[src/rtl/uart_tx_fifo.sv]
// uart_tx_fifo: byte FIFO feeding a UART transmitter.
// Bytes are queued through i_push/i_din. A small FSM (IDLE/START/WAIT) pops
// the head byte, raises a one-cycle o_tx_start, and then waits for i_tx_done.
// All outputs are registered. rst is asynchronous and active-low.
// Optional build macro UART_TX_FIFO_OVF_EN adds a sticky o_overflow flag
// and its clear input i_ovf_clr.
module uart_tx_fifo #(
  parameter int DEPTH = 8,
  parameter int AW    = 3
) (
  input  logic          clk,
  input  logic          rst,
  input  logic          i_push,
  input  logic [7:0]    i_din,
  output logic          o_full,
  output logic          o_empty,
  output logic [AW:0]   o_count,
  output logic          o_tx_start,
  output logic [7:0]    o_tx_data,
  input  logic          i_tx_busy,
  input  logic          i_tx_done
`ifdef UART_TX_FIFO_OVF_EN
  ,
  output logic          o_overflow,
  input  logic          i_ovf_clr
`endif
);

  localparam logic [1:0] IDLE  = 2'd0;
  localparam logic [1:0] START = 2'd1;
  localparam logic [1:0] WAIT  = 2'd2;

  localparam logic [AW:0] FULL_CNT = DEPTH[AW:0];

  logic [7:0]    mem [DEPTH];
  logic [AW-1:0] wr_ptr_reg;
  logic [AW-1:0] rd_ptr_reg;
  logic [1:0]    state_reg;
  logic [1:0]    state_next;
  logic [AW:0]   count_next;
  logic          push_ok;
  logic          pop;

  // Push/pop qualification and next-state logic. Full and empty come from
  // registered state, so a push into an empty FIFO is never popped in the
  // same cycle, and a push into a full FIFO is dropped even if a pop happens.
  always_comb begin
    push_ok    = i_push && !o_full;
    pop        = (state_reg == IDLE) && !o_empty && !i_tx_busy;
    count_next = o_count;
    state_next = state_reg;
    case ({push_ok, pop})
      2'b10:   count_next = o_count + 1'b1;
      2'b01:   count_next = o_count - 1'b1;
      default: count_next = o_count;
    endcase
    case (state_reg)
      IDLE:    if (pop) state_next = START;
      START:   state_next = WAIT;
      WAIT:    if (i_tx_done) state_next = IDLE;
      default: state_next = IDLE;
    endcase
  end

  // Storage array write port; contents are not reset.
  always_ff @(posedge clk) begin
    if (push_ok) begin
      mem[wr_ptr_reg] <= i_din;
    end
  end

  // Pointers, count, status flags and the transmitter handshake.
  always_ff @(posedge clk or negedge rst) begin
    if (!rst) begin
      wr_ptr_reg <= '0;
      rd_ptr_reg <= '0;
      o_count    <= '0;
      o_empty    <= 1'b1;
      o_full     <= 1'b0;
      state_reg  <= IDLE;
      o_tx_start <= 1'b0;
      o_tx_data  <= 8'h00;
    end else begin
      if (push_ok) begin
        wr_ptr_reg <= wr_ptr_reg + 1'b1;
      end
      if (pop) begin
        rd_ptr_reg <= rd_ptr_reg + 1'b1;
        o_tx_data  <= mem[rd_ptr_reg];
      end
      o_count    <= count_next;
      o_empty    <= (count_next == '0);
      o_full     <= (count_next == FULL_CNT);
      state_reg  <= state_next;
      o_tx_start <= (state_next == START);
    end
  end

`ifdef UART_TX_FIFO_OVF_EN
  // Sticky overflow flag; a new overflow wins over a clear in the same cycle.
  always_ff @(posedge clk or negedge rst) begin
    if (!rst) begin
      o_overflow <= 1'b0;
    end else if (i_push && o_full) begin
      o_overflow <= 1'b1;
    end else if (i_ovf_clr) begin
      o_overflow <= 1'b0;
    end
  end
`endif

endmodule

[config.mk]
export PLATFORM = sky130hd
export DESIGN_NAME = uart_tx_fifo
export DESIGN_NICKNAME = d
export VERILOG_FILES = /design/src/rtl/uart_tx_fifo.sv
export SDC_FILE = /design/constraint.sdc
export NUM_CORES = 1
export LEC_CHECK = 0
export BUFFER_PORTS_ARGS = -buffer_cell sky130_fd_sc_hd__clkbuf_2
export CORE_AREA = 2 2 96 98
export DETAILED_ROUTE_END_ITERATION = 10
export DIE_AREA = 0 0 98 100
export PLACE_DENSITY_LB_ADDON = 0.2
export SLEW_MARGIN = 40
export SYNTH_ARGS = -nofsm -noshare
export SYNTH_HDL_FRONTEND = slang
export SYNTH_SLANG_ARGS = --single-unit
export TNS_END_PERCENT = 30
[constraint.sdc]
create_clock -name clk -period 3.2 [get_ports clk]
set_clock_uncertainty 0.1 [all_clocks]
set_input_delay 0.32 -clock clk [delete_from_list [all_inputs] [get_ports clk]]
set_output_delay 0.32 -clock clk [all_outputs]
set_load 0.005 [all_outputs]
==> impl_metrics.csv, run 1 <==
group,metric,value,unit
timing,finalHoldViolations,0,
yosys,ys_async_sr_fraction,26.4,%
timing,setup_viol,0,
yosys,syn_area_per_cell,18.3,sq um
layout,antenna-diode-count,0,
clocking,cts_resized,0,
hold_path,min_from,"i_tx_busy",
clocking,cts.htree.levels,3,
layout,largestRegisters,"mem x64, o_tx_data x8, o_count x4",
clocking,cts_tree,"done",
layout,register_area,0.00250,sq mm
timing,period_share,81.1,%
detailed_routing,antenna_left,0,
floorplan,num_rows,35,
layout,top_register,"mem",
timing,drv_slew,0,
power_and_ir_drop,p_clk_share,21.7,%
power_and_ir_drop,p_int,2.43,mW
timing,fin_ws,0.605,ns
critical_path,r2r-start,"o_full",
yosys,synth_edf_count,64,
layout,drive_gt1_share,28.3,%
timing,rsz0062_at_grt,"false",
layout,final_cells,348,
run_status,status,"complete, no violations",
layout,utilization,45.2,%
detailed_routing,drt-pass1-iter-count,4,
floorplan,die_area,0.00980,sq mm
clocking,clk_pin_slew,0.08,ns
clocking,cts_hold_buf,1,
power_and_ir_drop,p_per_area,884,mW/mm^2
hold_path,hp-class,"primary input to register",
yosys,yosys_most_used_dff,"edfxtp_1",
clocking,cts_setup_buffers,0,
critical_path,start_kind,"register",
yosys,ys.warnings.count,0,
global_route,grt_pass1_wl,9.53,mm
yosys,ys_ff_latch,87,
layout,largest_register_ffs,64,
placement,dpl.cell_count,331,
critical_path,end_kind,"register",
job,maxCapViolations,0,
placement,post-place-ws,0.532,ns
power_and_ir_drop,power,3.55,mW
detailed_routing,wl_per_cell,17.2,um
placement,routabilityCongestion,0.720,
global_route,grt.overflow.total,0,
layout,synthToLayoutAreaGrowth,14.3,%
timing,fmax,385,MHz
floorplan,die-width,98,um
layout,multi_input_area,950,sq um
timing,fin_hold_ws,0.0553,ns
critical_path,cp_max_fo,6,
detailed_routing,vias,1739,
yosys,netlist_area,0.00351,sq mm
layout,fillCellCount,795,
timing,slew_headroom,46.8,%
clocking,numClockSinks,87,
power_and_ir_drop,ir_drop,0.263,mV
global_route,antenna_found_initial,0,
floorplan,top_level_ports,28,
power_and_ir_drop,switching_share,31.5,%
power_and_ir_drop,p_seq_share,48.1,%
detailed_routing,via_per_inst,5.00,
detailed_routing,route.detailed.drc,0,
placement,place_hpwl,3.84,mm
global_route,grt_max_degree,24,
detailed_routing,drt_iter0_drc,58,
critical_path,setup.worst_path.start,"o_full",
placement,io_buffers,27,
global_route,grt_pass1_vias,1737,
yosys,ys_seq_area_share,71.2,%
layout,design_area,0.00401,sq mm
yosys,syn-num-nets,210,
clocking,cts.path.max_buffers,2,
yosys,syn_inst,192,
layout,nets,250,
floorplan,start_util,39.5,%
floorplan,die_h,100,um
yosys,yosysUniqueCellTypes,33,
clocking,cts_made_buffers,9,
global_route,grt_usage,13.4,%
critical_path,crit_type,"register to register",
placement,dpl-instance-area,0.00380,sq mm
detailed_routing,drt-total-wl,5.99,mm
timing,fin_setup_tns,0,ns
clocking,cts-root-buf,"clkbuf_8",
power_and_ir_drop,switchingPower,1.12,mW
timing,final.min_clock_period,2.60,ns
power_and_ir_drop,cellLeakagePower,1.49,nW
critical_path,arrival,2.74,ns
floorplan,coreArea,0.00889,sq mm
power_and_ir_drop,combPwrFrac,30.1,%
clocking,clk_latency,0.35,ns
timing,worst_pin_slew,0.799,ns
critical_path,cp_data_required_time,3.35,ns
-- metal layers --
| metal | part of all wire (%) | wire length (um) | vias up | global-route usage (%) |
|---|---|---|---|---|
| li1 | - | - | 823 | - |
| met1 | 48 | 2870 | 874 | 18.4 |
| met2 | 47 | 2810 | 33 | 20.6 |
| met3 | 2.8 | 169 | 9 | 2.72 |
| met4 | 2.2 | 130 | 0 | 6.73 |
| met5 | 0 | 0 | - | 0 |
-- synthesized netlist by cell type (all sizes together), types with 2 or more instances --
| library cell | number | area, sq um |
|---|---|---|
| dfrtp | 22 | 551 |
| mux2i | 9 | 90.1 |
| nand2b | 5 | 31.3 |
| nor3 | 4 | 20.0 |
| nor2b | 2 | 12.5 |
| nor2 | 16 | 60.1 |
| mux4 | 16 | 387 |
| xnor2 | 3 | 26.3 |
| nand2 | 4 | 15.0 |
| mux2 | 3 | 33.8 |
| edfxtp | 64 | 1920 |
| buf | 6 | 53.8 |
| ha | 5 | 62.6 |
| nor4 | 3 | 18.8 |
| clkbuf | 3 | 11.3 |
| xor2 | 5 | 43.8 |
| a21oi | 10 | 50.1 |
-- worst max-delay path, stage by stage (launching register included) --
cell and delay, ns:
dfrtp_1 0.38, nor2b_1 0.35, inv_1 0.12, ha_1 0.30, xor2_1 0.19, ha_1 0.18
a21oi_1 0.20, xor3_1 0.25, a31oi_1 0.23, o21ba_2 0.19
-- cell usage in the layout (no fill, tap or decap) --
cell type      netlist  layout
edfxtp_1            64      64
clkbuf_2             0      27
dfrtp_1             22      22
nor2_1              16      16
a21oi_1             10      10
buf_4                1      10
mux2i_1              9       9
mux4_2               9       9
clkbuf_8             0       9
mux4_1               7       7
nand2b_1             5       5
xor2_1               5       5
ha_1                 5       5
nor3_1               4       4
nand2_1              4       4
xnor2_1              3       3
mux2_2               3       3
nor4_1               3       2
nor2b_1              2       2
inv_6                0       2
nor4_2               0       1
inv_1                1       1
and3b_1              1       1
o21ai_0              1       1
nand4b_1             1       1
a211o_1              1       1
and3_1               1       1
or2_1                1       1
xor3_1               1       1
nor4b_1              1       1
a31oi_1              1       1
o21ba_2              1       1
bufinv_16            0       1
inv_8                0       1
clkinvlp_4           0       1
clkinv_4             0       1
clkbuf_1             3       1
dlygate4sd3_1        0       1
dfstp_2              1       1
-- logic make-up (layout without fill, tap and decap cells) --
kind of cell,after synthesis,after routing,synth area share [%]
AOI/OAI and AO/OA,14,14,2.28
buffers and inverters,10,55,1.96
adders and majority gates,5,5,1.78
and+or+nand+nor,39,39,5.60
xor gates and xnor gates,9,9,2.67
muxes,28,28,14.5
DFF,87,87,71.2
-- worst paths after layout --
check,end,slack (ns),cells past startpoint
worst min register to register,wr_ptr_reg[2],0.39,1
worst min-delay path,o_tx_start,0.06,2
worst max register to register,o_full,0.60,9
min in group asynchronous,o_tx_data[1],0.38,2
max in group asynchronous,o_empty,2.24,2
worst max-delay path,o_full,0.60,9
-- power by group through the flow --
stage | clock (mW) | combinational [mW] | sequential [mW]
after floorplan | 0 | 0.851 | 1.64
after global placement | 0 | 1.09 | 1.73
after detailed placement | 0 | 1.09 | 1.74
after CTS | 0.796 | 1.10 | 1.71
after global routing | 0.840 | 1.20 | 1.75
final | 0.772 | 1.07 | 1.71
-- final cells by class --
class	count	share of cell area, %
clock inverters	6	1.87
inverters	1	0.0935
flip-flops and latches	87	62.3
multi-input cells	95	23.7
clock buffers	10	3.18
repair buffers	38	5.49
well taps	111	3.46
Power figures use the tool's default switching activity.
==> run 2, diff against run 1 <==
--- a/config.mk
+++ b/config.mk
@@ -5,10 +5,11 @@
 export SDC_FILE = /design/constraint.sdc
 export NUM_CORES = 1
 export LEC_CHECK = 0
+export ABC_AREA = 1
 export BUFFER_PORTS_ARGS = -buffer_cell sky130_fd_sc_hd__clkbuf_2
-export CORE_AREA = 2 2 96 98
+export CORE_AREA = 2 2 97 99
 export DETAILED_ROUTE_END_ITERATION = 10
-export DIE_AREA = 0 0 98 100
+export DIE_AREA = 0 0 99 101
 export PLACE_DENSITY_LB_ADDON = 0.2
 export SLEW_MARGIN = 40
 export SYNTH_ARGS = -nofsm -noshare
==> constraint.sdc (replaced) <==
create_clock -name clk -period 2.5 [get_ports clk]
set_clock_uncertainty 0.1 [all_clocks]
set_input_delay 0.25 -clock clk [delete_from_list [all_inputs] [get_ports clk]]
set_output_delay 0.25 -clock clk [all_outputs]
set_load 0.005 [all_outputs]
==> impl_metrics.csv, run 2 <==
group,metric,value,unit
critical_path,reg2reg_depth,12,
yosys,yosysMostFrequentCell,"nor2_1",
global_route,grt.overflow.total,0,
yosys,ys_async_sr_fraction,26.4,%
placement,dpl-instance-area,0.00390,sq mm
timing,rsz0062_at_grt,"false",
yosys,syn_area_per_cell,11.4,sq um
hold_path,hp-class,"primary input to register",
global_route,grt_max_degree,34,
detailed_routing,route.detailed.drc,0,
floorplan,num_rows,35,
yosys,ys_top_cells_by_area,"edfxtp_1 (54%), dfrtp_1 (15%), nor2_1 (7.7%)",
yosys,ys_seq_area_share,70.1,%
clocking,cts.htree.levels,3,
floorplan,die_h,101,um
floorplan,top_level_ports,28,
run_status,status,"complete, no violations",
yosys,synth_common_cells,"nor2_1 (73), edfxtp_1 (64), nand2_1 (50), dfrtp_1 (22), o21ai_1 (22)",
global_route,antenna_found_initial,0,
critical_path,crit_type,"register to register",
power_and_ir_drop,ir_drop,0.377,mV
layout,design_area,0.00415,sq mm
hold_path,min_to,"state_reg[1]",
floorplan,die_area,0.0100,sq mm
power_and_ir_drop,p_per_area,1170,mW/mm^2
layout,utilization,46.2,%
yosys,synth_edf_count,64,
timing,period_share,86.4,%
hold_path,min_from,"i_tx_done",
global_route,grt_pass1_vias,2279,
critical_path,r2r-end,"o_empty",
critical_path,start_kind,"register",
clocking,cts_setup_buffers,0,
clocking,cts_made_buffers,9,
layout,synthToLayoutAreaGrowth,16.4,%
yosys,synth_top_area_share,54.0,%
critical_path,end_kind,"register",
clocking,numClockSinks,87,
yosys,ys.warnings.count,0,
detailed_routing,drt-pass1-iter-count,4,
yosys,syn_inst,313,
clocking,cts.path.max_buffers,2,
yosys,ys_ff_latch,87,
layout,final_cells,470,
clocking,cts_tree,"done",
placement,routabilityCongestion,0.837,
layout,largest_register_ffs,64,
timing,slew_headroom,58.3,%
placement,place_hpwl,4.62,mm
critical_path,cp_max_fo,5,
clocking,cts-root-buf,"clkbuf_8",
critical_path,rrSetupSlack,0.34,ns
timing,setup_viol,0,
clocking,clk_latency,0.35,ns
timing,worst_pin_slew,0.625,ns
detailed_routing,antenna_left,0,
global_route,grt_usage,15.6,%
floorplan,die-width,99,um
timing,fin_setup_tns,0,ns
global_route,grt_pass1_wl,11.7,mm
timing,final.min_clock_period,2.16,ns
timing,fin_hold_ws,0.0381,ns
timing,finalHoldViolations,0,
yosys,netlist_area,0.00356,sq mm
layout,layout_common_cells,"nor2_1 (73), edfxtp_1 (64), nand2_1 (50)",
timing,fmax,463,MHz
layout,drive_gt1_share,17.5,%
layout,largestRegisters,"mem x64, o_tx_data x8, o_count x4",
detailed_routing,via_per_inst,4.87,
layout,nets,372,
placement,io_buffers,27,
critical_path,cp_data_required_time,2.68,ns
detailed_routing,wl_per_cell,15.3,um
detailed_routing,drt-total-wl,7.17,mm
yosys,syn-num-nets,331,
job,maxCapViolations,0,
floorplan,coreArea,0.00898,sq mm
placement,dpl.cell_count,453,
yosys,yosys_most_used_dff,"edfxtp_1",
layout,fillCellCount,823,
layout,mostFrequentLayoutCell,"nor2_1",
detailed_routing,vias,2290,
layout,antenna-diode-count,0,
floorplan,start_util,39.7,%
clocking,clk_pin_slew,0.09,ns
critical_path,arrival,2.34,ns
timing,drv_slew,0,
hold_path,hold_depth,3,
yosys,yosys.area.top_type,"edfxtp_1",
power_and_ir_drop,cellLeakagePower,1.68,nW
critical_path,r2r-start,"o_full",
layout,top_register,"mem",
yosys,yosysUniqueCellTypes,22,
detailed_routing,drt_iter0_drc,88,
==> run 2: worst max path at each step <==
stage,from,to,depth (start not counted)
2_1_floorplan,o_empty,o_empty,13
3_3_place_gp,o_full,o_full,11
6_report,o_full,o_empty,12
4_1_cts,o_full,o_empty,12
3_5_place_dp,o_full,o_empty,12
5_1_grt,o_full,o_empty,12
==> run 2: worst max-delay path, stage by stage (launching register included) <==
cell	delay, ns
dfrtp_1	0.39
nor2_1	0.23
inv_1	0.13
ha_1	0.26
nand2_1	0.08
inv_2	0.04
nor2_2	0.10
ha_1	0.24
nand2_1	0.07
nand2_1	0.06
nor2_1	0.10
o211ai_1	0.12
nor2_1	0.16
==> run 2: cell families (layout without fill, tap and decap cells) <==
| logic type | after synthesis | in the layout | share of synthesized area, % |
|---|---|---|---|
| compound gates | 55 | 55 | 8.99 |
| fa+ha+maj | 5 | 5 | 1.76 |
| simple gates | 133 | 133 | 14.5 |
| flops | 87 | 87 | 70.1 |
| buf+inv | 28 | 74 | 3.41 |
| xor+xnor | 5 | 5 | 1.23 |
==> run 2: power by group <==
group	total, mW	internal, mW	switching [mW]	leakage (nW)
Combinational	1.58	0.613	0.963	0.696
Sequential	2.11	1.87	0.240	0.862
Clock	1.15	0.668	0.478	0.118
==> run 2: what timing repair did <==
| action | in CTS | in global routing |
|---|---|---|
| resized for setup | 0 | 0 |
| hold endpoints to repair | 22 | 0 |
| hold buffers | 1 | 0 |
==> run 2: through the flow <==
step | total power, mW | setup slack [ns]
4_1_cts | 4.89 | 0.334
3_5_place_dp | 3.73 | 0.343
6_report | 4.83 | 0.341
3_3_place_gp | 3.70 | 0.430
5_1_grt | 5.21 | 0.107
2_1_floorplan | 3.17 | 0.351
==> run 2: routing by layer <==
layer  share of wire (%)  GRT usage [%]
met5                   0              0
met3                 3.5           2.77
met1                  48           20.5
met4                 1.6           7.06
met2                  47           25.4
==> run 2: final cells by class <==
cell class	count	area (sq um)	share of cell area, %
Sequential cell	87	2500	60.3
Clock inverter	5	108	2.60
Clock buffer	11	131	3.17
Multi-Input combinational cell	198	942	22.7
Tap cell	111	139	3.35
Inverter	15	56.3	1.36
Timing Repair Buffer	43	270	6.52
